<file path="src/rtl/cp0_intc_if.sv">
// cp0_intc_if: mfc0/mtc0 register bus between the M stage and CP0
interface cp0_intc_if;
    logic [4:0]  addr;
    logic        we;
    logic [31:0] wdata;
    logic [31:0] rdata;
    modport master (output addr, we, wdata, input rdata);
    modport slave (input addr, we, wdata, output rdata);
endinterface

</file>
<file path="src/rtl/cp0_intc.sv">
// cp0_intc: CP0 registers and level/edge interrupt controller for the MIPS pipeline
module cp0_intc #(
    parameter int          NUM_HWINT = 6,
    parameter logic [31:0] EXC_VEC   = 32'h0000_4180,
    parameter logic [31:0] PRID      = 32'h0000_0007
) (
    input  logic                 clk,
    input  logic                 reset,
    cp0_intc_if.slave            bus,
    input  logic [NUM_HWINT-1:0] hwint,
    input  logic                 exc_req,
    input  logic [4:0]           exc_code,
    input  logic [31:0]          exc_pc,
    input  logic                 exc_bd,
    input  logic                 eret,
    output logic                 int_req,
    output logic                 take_exc,
    output logic [31:0]          handler_pc,
    output logic [31:0]          epc,
    output logic                 exl
);
    localparam int N = NUM_HWINT;
    logic [N-1:0] im_q, im_d, mode_q, mode_d, pend_q, pend_d, hw_s_q, hw_d_q;
    logic [N-1:0] rise, ack, ip;
    logic         exl_q, exl_d, ie_q, ie_d, bd_q, bd_d, wr;
    logic [4:0]   code_q, code_d;
    logic [31:0]  epc_q, epc_d, epc_src, sr, cause;
    always_comb begin
        // a fresh edge counts as pending in the cycle it is seen, before pend_q catches it
        rise     = hw_s_q & ~hw_d_q;
        ip       = (mode_q & (pend_q | rise)) | (~mode_q & hw_s_q);
        int_req  = ie_q & ~exl_q & |(ip & im_q);
        take_exc = ~exl_q & (int_req | exc_req);
        wr       = bus.we & ~take_exc;
        ack      = (wr && bus.addr == 5'd23) ? bus.wdata[N-1:0] : '0;
        epc_src  = exc_bd ? exc_pc - 32'd4 : exc_pc;
        sr             = '0;
        sr[N+9:10]     = im_q;
        sr[1]          = exl_q;
        sr[0]          = ie_q;
        cause          = '0;
        cause[31]      = bd_q;
        cause[N+9:10]  = ip;
        cause[6:2]     = code_q;
        im_d   = (wr && bus.addr == 5'd12) ? bus.wdata[N+9:10] : im_q;
        ie_d   = (wr && bus.addr == 5'd12) ? bus.wdata[0] : ie_q;
        exl_d  = take_exc ? 1'b1 : eret ? 1'b0 : (wr && bus.addr == 5'd12) ? bus.wdata[1] : exl_q;
        bd_d   = take_exc ? exc_bd : bd_q;
        code_d = take_exc ? (int_req ? 5'd0 : exc_code) : code_q;
        epc_d  = take_exc ? epc_src & 32'hFFFF_FFFC
               : (wr && bus.addr == 5'd14) ? bus.wdata & 32'hFFFF_FFFC : epc_q;
        mode_d = (wr && bus.addr == 5'd22) ? bus.wdata[N-1:0] : mode_q;
        pend_d = (pend_q & ~ack) | (mode_q & rise);
        bus.rdata = bus.addr == 5'd12 ? sr
                  : bus.addr == 5'd13 ? cause
                  : bus.addr == 5'd14 ? epc_q
                  : bus.addr == 5'd15 ? PRID
                  : bus.addr == 5'd22 ? 32'(mode_q) : 32'd0;
    end
    always_ff @(posedge clk) begin
        if (!reset) begin
            im_q   <= '0;
            ie_q   <= 1'b0;
            exl_q  <= 1'b0;
            bd_q   <= 1'b0;
            code_q <= '0;
            epc_q  <= '0;
            mode_q <= '0;
            pend_q <= '0;
            hw_s_q <= '0;
            hw_d_q <= '0;
        end else begin
            im_q   <= im_d;
            ie_q   <= ie_d;
            exl_q  <= exl_d;
            bd_q   <= bd_d;
            code_q <= code_d;
            epc_q  <= epc_d;
            mode_q <= mode_d;
            pend_q <= pend_d;
            hw_s_q <= hwint;
            hw_d_q <= hw_s_q;
        end
    end
    assign handler_pc = EXC_VEC;
    assign epc        = epc_q;
    assign exl        = exl_q;
endmodule

</file>
<file path="src/flat_wrapper.sv">
// flat-port wrapper written by rule: the top's interface ports become plain ports
module cp0_intc_flat 
#(
    parameter int          NUM_HWINT = 6,
    parameter logic [31:0] EXC_VEC   = 32'h0000_4180,
    parameter logic [31:0] PRID      = 32'h0000_0007
)
  (clk, reset, hwint, exc_req, exc_code, exc_pc, exc_bd, eret, int_req, take_exc, handler_pc, epc, exl, bus_addr, bus_we, bus_wdata, bus_rdata);
  cp0_intc_if bus_i ();
  input  logic clk;
  input  logic reset;
  input  logic [NUM_HWINT-1:0] hwint;
  input  logic exc_req;
  input  logic [4:0] exc_code;
  input  logic [31:0] exc_pc;
  input  logic exc_bd;
  input  logic eret;
  output logic int_req;
  output logic take_exc;
  output logic [31:0] handler_pc;
  output logic [31:0] epc;
  output logic exl;
  input wire logic [$bits(bus_i.addr)-1:0] bus_addr;
  input wire logic [$bits(bus_i.we)-1:0] bus_we;
  input wire logic [$bits(bus_i.wdata)-1:0] bus_wdata;
  output wire logic [$bits(bus_i.rdata)-1:0] bus_rdata;
  assign bus_i.addr = bus_addr;
  assign bus_i.we = bus_we;
  assign bus_i.wdata = bus_wdata;
  assign bus_rdata = bus_i.rdata;
  cp0_intc #(.NUM_HWINT(NUM_HWINT), .EXC_VEC(EXC_VEC), .PRID(PRID)) u_core (.clk(clk), .reset(reset), .bus(bus_i), .hwint(hwint), .exc_req(exc_req), .exc_code(exc_code), .exc_pc(exc_pc), .exc_bd(exc_bd), .eret(eret), .int_req(int_req), .take_exc(take_exc), .handler_pc(handler_pc), .epc(epc), .exl(exl));
endmodule
</file>
<file path="config.mk">
export PLATFORM = sky130hd
export DESIGN_NAME = cp0_intc_flat
export DESIGN_NICKNAME = d
export VERILOG_FILES = /design/src/rtl/cp0_intc_if.sv /design/src/rtl/cp0_intc.sv /design/src/flat_wrapper.sv
export SDC_FILE = /design/constraint.sdc
export NUM_CORES = 1
export LEC_CHECK = 0
export CAP_MARGIN = 10
export CORE_MARGIN = 10
export CORE_UTILIZATION = 43
export CTS_CLUSTER_DIAMETER = 30
export DETAILED_ROUTE_END_ITERATION = 12
export PLACE_DENSITY = 0.81
export SETUP_SLACK_MARGIN = 0.15
export SYNTH_ARGS = -nofsm -noshare
export SYNTH_HDL_FRONTEND = slang
export SYNTH_SLANG_ARGS = --single-unit
</file>
<file path="constraint.sdc">
create_clock -name clk -period 2.9 [get_ports clk]
set_clock_uncertainty 0.1 [all_clocks]
set_input_delay 0.29 -clock clk [delete_from_list [all_inputs] [get_ports clk]]
set_output_delay 0.29 -clock clk [all_outputs]
set_load 0.02 [all_outputs]
</file>
# == Yosys cells after proc, flatten, opt, wreduce, memory -nomap -nowiden ==
# Index checks and enable logic that the tools add are counted.
# word_totals
register_bits,68
out_inout_bits,99
wordCells,56
# classes
muxes,13
n_reduce_logical,7
bitwise,19
add_sub_neg,1
eq_ne,6
# ops
operator,count
$mux W32,7
$and A6 B6 Y6,6
$sub A32 B3 Y32 const B,1
$eq A5 B4 Y1 const B,4
$not A6 Y6,3
$or A6 B6 Y6,3
$mux W6,2
$eq A5 B5 Y1 const B,2
$reduce_or A6 Y1,1
$mux W5,1
$and A1 B1 Y1,4
$logic_and A1 B1 Y1,4
$mux W1,3
$reduce_bool A3 Y1,1
$not A1 Y1,2
$reduce_bool A2 Y1,1
$or A1 B1 Y1,1

# == Logic depth before layout (Yosys ltp) ==
# Gate-level depths: netlist (run 1).
# logic_depth
ltp_word,17
mapped_depth,8

# == Worst setup path before layout (run 1) ==
# OpenSTA, ideal clock, no wires.
# synth_path
path_type,input -> register
start,input port exc_pc[22]
end,register u_core.epc_q[30] (netlist: u_core.epc[30])
setup_ns,0.116
path_slack_ns,0.692
arrival_time_ns,1.992
required_time_ns,2.684
path_stages,6
cell_sequence,or3_4 or4_4 or3_4 nor4_4 xor2_1 o211a_1
# synth_via
elab_chain_cells,3
# synth_lines
element,line,source
"start, declared",flat_wrapper.sv:15,input logic [31:0] exc_pc;
$sub A32 B3 Y32,cp0_intc.sv:36,epc_src = exc_bd ? exc_pc - 32'd4 : exc_pc;
$mux W32,cp0_intc.sv:36,
$mux W32,cp0_intc.sv:50,epc_d = take_exc ? epc_src & 32'hFFFF_FFFC
"end signal, assigned",cp0_intc.sv:78,epc_q <= epc_d;
"end, declared",cp0_intc.sv:27,"logic [31:0] epc_q, epc_d, epc_src, sr, cause;"
# Every way passes these cells.
# A chain may end at the register's enable or synchronous reset.

# == Worst setup path in the final report (run 1) ==
# layout_path
start,input port bus_addr[4]
end,output port bus_rdata[4]
# layout_via
elab_chain_cells,6
word_cells_on_any_way,10
cone_classes,eq/ne: 5; mux: 5
# layout_lines
element,line,source
"start, declared",flat_wrapper.sv:23,input wire logic [$bits(bus_i.addr)-1:0] bus_addr;
$eq A5 B5 Y1,cp0_intc.sv:58,: bus.addr == 5'd22 ? 32'(mode_q) : 32'd0;
$mux W6,cp0_intc.sv:58,
$mux W32,cp0_intc.sv:57,: bus.addr == 5'd15 ? PRID
$mux W32,cp0_intc.sv:56,: bus.addr == 5'd14 ? epc_q
$mux W32,cp0_intc.sv:55,: bus.addr == 5'd13 ? cause
$mux W32 *,cp0_intc.sv:54,bus.rdata = bus.addr == 5'd12 ? sr
"end, declared",flat_wrapper.sv:26,output wire logic [$bits(bus_i.rdata)-1:0] bus_rdata;
# Mark *: on every way between the ends. The rest lies on a longest branch, timed or not.

==> results of run 1 <==
where the power goes:
part           switching [mW]  total [mW]  internal [mW]
combinational           0.277       0.548          0.271
sequential             0.0458        1.03          0.986
clock                   0.389        1.07          0.682
cells in the mapped netlist, types with 7 or more instances:
cell type	number
nand3_1	38
xor2_1	22
nand2b_1	9
xnor2_1	7
buf_4	34
nor4_1	7
nand2_1	67
nor2_1	33
and2_1	32
nor3_1	11
nand3b_1	9
a21oi_1	7
a31oi_1	11
o211a_1	29
mux2i_1	49
dfxtp_1	68
clkbuf_1	19
cells by family (layout without fill, tap and decap cells):
group | after synthesis | in the layout | synth area share, %
xor+xnor | 29 | 29 | 5.81
compound gates | 71 | 71 | 13.0
flops | 68 | 68 | 31.2
fa+ha+maj | 1 | 1 | 0.286
simple gates | 232 | 232 | 27.7
buf+inv | 71 | 192 | 10.4
mux | 50 | 50 | 11.5
other cells | 2 | 34 | 0.172
area by class of cell:
cell class | instances | area (um^2)
fillers | 837 | 3620
multi-input cells | 417 | 2690
repair buffers | 170 | 1690
flip-flops and latches | 68 | 1360
well taps | 133 | 166
clock buffers | 10 | 138
clock inverters | 6 | 135
inverters | 6 | 22.5
worst register-to-register path, cell delays in order, from the launching register on:
cell and delay [ps]:
dfxtp_1 380, and3_1 210, a311o_1 350, nor3_2 200, nand2_1 160, o21ai_1 540
a31oi_1 180
per-stage QoR:
stage | setup slack (ps) | std cells
floorplan | 692 | 556
global placement | 154 | 794
detailed placement | 137 | 794
CTS | 173 | 810
global route | 152 | 810
finish | 212 | 810
final timing paths:
check	startpoint	endpoint	slack, ps	cells past startpoint
worst min-delay path	u_core.hw_s_q[2]	u_core.hw_d_q[2]	400	1
worst max-delay path	bus_addr[4]	bus_rdata[4]	210	7
worst min register to register	u_core.hw_s_q[2]	u_core.hw_d_q[2]	400	1
worst max register to register	u_core.mode_q[1]	u_core.pend_q[5]	630	6
registers in the layout, summed over array words and instances (netlist names):
name	cells
u_core.mode_q	6
u_core.epc	30
u_core.hw_d_q	6
u_core.code_q	5
u_core.exl	1
u_core.pend_q	6
u_core.im_q	6
u_core.hw_s_q	6
u_core.bd_q	1
u_core.ie_q	1
routing by layer:
metal	share of wire (%)	global-route usage (%)	vias up
met1	40	21.2	2040
li1	-	-	2072
met2	48	33.3	218
met5	0	0	-
met3	11	9.49	16
met4	1.2	4.68	0
repair_timing:
| item | in CTS | in global routing |
|---|---|---|
| hold endpoints to repair | 0 | 0 |
| gates resized for setup | 5 | 13 |
| pin swaps | 0 | 0 |
| endpoints found under the setup margin | 4 | 12 |
==> impl_metrics.xml, run 1 <==
<?xml version="1.0" encoding="UTF-8"?>
<metrics>
  <group name="global_routing">
    <metric name="globalRouteOverflowTotal" unit="">0</metric>
    <metric name="grt.total_usage" unit="%">19.5</metric>
    <metric name="grt_pass1_wl" unit="mm">23.0</metric>
    <metric name="via_count_of_the_first_global_routing_pass" unit="">4418</metric>
    <metric name="grt_max_degree" unit="">56</metric>
    <metric name="initial_antenna_violation_count" unit="">0</metric>
  </group>
  <group name="synthesis">
    <metric name="syn-mean-instance-area" unit="um^2">8.34</metric>
    <metric name="number_of_warnings_printed_during_yosys_synthesis" unit="">0</metric>
    <metric name="post-synth-top-area-fraction" unit="%">31.2</metric>
    <metric name="synth-edff-count" unit="">0</metric>
    <metric name="netlist-cell-type-count" unit="">55</metric>
    <metric name="mappedNetlistArea" unit="um^2">4370</metric>
    <metric name="ys_async_sr_fraction" unit="%">0</metric>
    <metric name="synthesis.instances" unit="">524</metric>
    <metric name="ys.flop_type" unit="">dfxtp_1</metric>
    <metric name="synth_seq_cells" unit="">68</metric>
    <metric name="netlist.top_cell.by_area" unit="">dfxtp_1</metric>
    <metric name="sequential_to_total_area_share_from_yosys_stat" unit="%">31.2</metric>
    <metric name="synth_top_cells_by_area" unit="">dfxtp_1 (31%), mux2i_1 (11%), o211a_1 (6.6%), buf_4 (5.8%), nand2_1 (5.8%)</metric>
  </group>
  <group name="sta">
    <metric name="final.period_utilization" unit="%">92.7</metric>
    <metric name="grt_setup_unrepaired" unit="">false</metric>
    <metric name="timing.final.crit_period" unit="ps">2690</metric>
    <metric name="setup_tns" unit="ps">0</metric>
    <metric name="worst_rel_slew_slack" unit="%">40.3</metric>
    <metric name="worstMarginPinSlew" unit="ps">896</metric>
    <metric name="report.final.setup_viol" unit="">0</metric>
    <metric name="fmax" unit="MHz">372</metric>
    <metric name="hold_viol_final" unit="">0</metric>
    <metric name="timing.hold.ws" unit="ps">398</metric>
    <metric name="slew_viol_final" unit="">0</metric>
  </group>
  <group name="routing">
    <metric name="initialDrtViolationCount" unit="">291</metric>
    <metric name="remaining_drc_errors" unit="">0</metric>
    <metric name="routedWlPerCell" unit="um">18.2</metric>
    <metric name="route.vias.total" unit="">4346</metric>
    <metric name="dr.pass1.iters" unit="">7</metric>
    <metric name="detail_route.vias_per_cell" unit="">5.37</metric>
    <metric name="routed_wirelength" unit="mm">14.8</metric>
    <metric name="ant_nets" unit="">0</metric>
  </group>
  <group name="floorplan">
    <metric name="floorplan.die.width" unit="um">121</metric>
    <metric name="area_of_the_die" unit="um^2">14600</metric>
    <metric name="die_height" unit="um">121</metric>
    <metric name="placement_rows" unit="">36</metric>
    <metric name="placeableCoreArea" unit="um^2">9820</metric>
    <metric name="effective_utilization_at_floorplan" unit="%">44.5</metric>
    <metric name="boundaryPins" unit="">185</metric>
  </group>
  <group name="cts">
    <metric name="hold_buffers" unit="">0</metric>
    <metric name="htreeDepth" unit="">3</metric>
    <metric name="clock_pin_slew_reported_for_the_worst_setup_and_hold_paths_after_clock_tree_synthesis" unit="ps">80</metric>
    <metric name="cts.repair_timing.setup_buffer_count" unit="">0</metric>
    <metric name="cts-root-to-sink-buffers" unit="">2</metric>
    <metric name="clock_insertion_delay_worst_skew" unit="ps">350</metric>
    <metric name="tritoncts" unit="">built</metric>
    <metric name="cts.sink_count" unit="">68</metric>
    <metric name="number_of_clock_buffers_inserted_by_tritoncts" unit="">9</metric>
    <metric name="cts.root.buffer_cell" unit="">clkbuf_8</metric>
  </group>
  <group name="layout">
    <metric name="final_cell_mix" unit="">clkdlybuf4s50_1 (135), nand2_1 (67), dfxtp_1 (67)</metric>
    <metric name="post-route-cell-area" unit="um^2">6200</metric>
    <metric name="most_common_library_cell_in_the_layout_ignoring_fill_and_taps" unit="">clkdlybuf4s50_1</metric>
    <metric name="final_core_occ" unit="%">63.2</metric>
    <metric name="antenna_cells" unit="">0</metric>
    <metric name="final_nets" unit="">759</metric>
    <metric name="layout_cells_sized_above_1" unit="%">8.42</metric>
    <metric name="syn_to_final_growth" unit="%">42.0</metric>
  </group>
  <group name="place">
    <metric name="dp_hpwl" unit="mm">11.5</metric>
    <metric name="place_congestion" unit="">0.906</metric>
    <metric name="place.port_buffers" unit="">148</metric>
    <metric name="placed_cell_area" unit="um^2">5900</metric>
  </group>
  <group name="pwr">
    <metric name="p_leak" unit="nW">2.81</metric>
    <metric name="power-per-cell-area" unit="nW/um^2">427</metric>
    <metric name="post_route_total_power" unit="mW">2.65</metric>
    <metric name="power.ir.vdd_worst" unit="mV">0.280</metric>
  </group>
  <group name="worst_setup_path">
    <metric name="cp_common_cell" unit="">clkdlybuf4s50_1</metric>
    <metric name="start_kind" unit="">input pin</metric>
    <metric name="cp_data_arrival_time" unit="ps">2300</metric>
    <metric name="crit_type" unit="">input pin to output pin</metric>
    <metric name="critical_path.n_buffers_inverters" unit="">3</metric>
    <metric name="worst_setup_path_end_kind" unit="">output pin</metric>
    <metric name="required_time_at_the_endpoint_of_the_critical_path" unit="ps">2510</metric>
    <metric name="path_delay_family" unit="">buffers and inverters</metric>
    <metric name="cpPeakStageDelay" unit="ps">600</metric>
    <metric name="sequence_of_cells_on_the_critical_path" unit="">clkdlybuf4s50_1 -&gt; nand2b_1 -&gt; nor3b_2 -&gt; buf_4 -&gt; a32oi_1 -&gt; nand2_1 -&gt; clkdlybuf4s50_1</metric>
    <metric name="critical-path-slowest-cell" unit="">clkdlybuf4s50_1</metric>
    <metric name="worst-path-max-fanout" unit="">6</metric>
  </group>
  <group name="job">
    <metric name="max-cap-violations" unit="">0</metric>
  </group>
  <group name="min_path">
    <metric name="hold_path_class" unit="">flop to flop</metric>
  </group>
  <group name="status">
    <metric name="status" unit="">finished clean</metric>
  </group>
</metrics>
Power figures use the tool's default switching activity.
==> inputs of run 2 (changes only) <==
--- a/config.mk
+++ b/config.mk
@@ -9,6 +9,7 @@
 export CORE_MARGIN = 10
 export CORE_UTILIZATION = 43
 export CTS_CLUSTER_DIAMETER = 30
+export CTS_CLUSTER_SIZE = 28
 export DETAILED_ROUTE_END_ITERATION = 12
 export PLACE_DENSITY = 0.81
 export SETUP_SLACK_MARGIN = 0.15
==> results of run 2 <==
No change in the layout: final DEF, timing and power equal those of run 1.
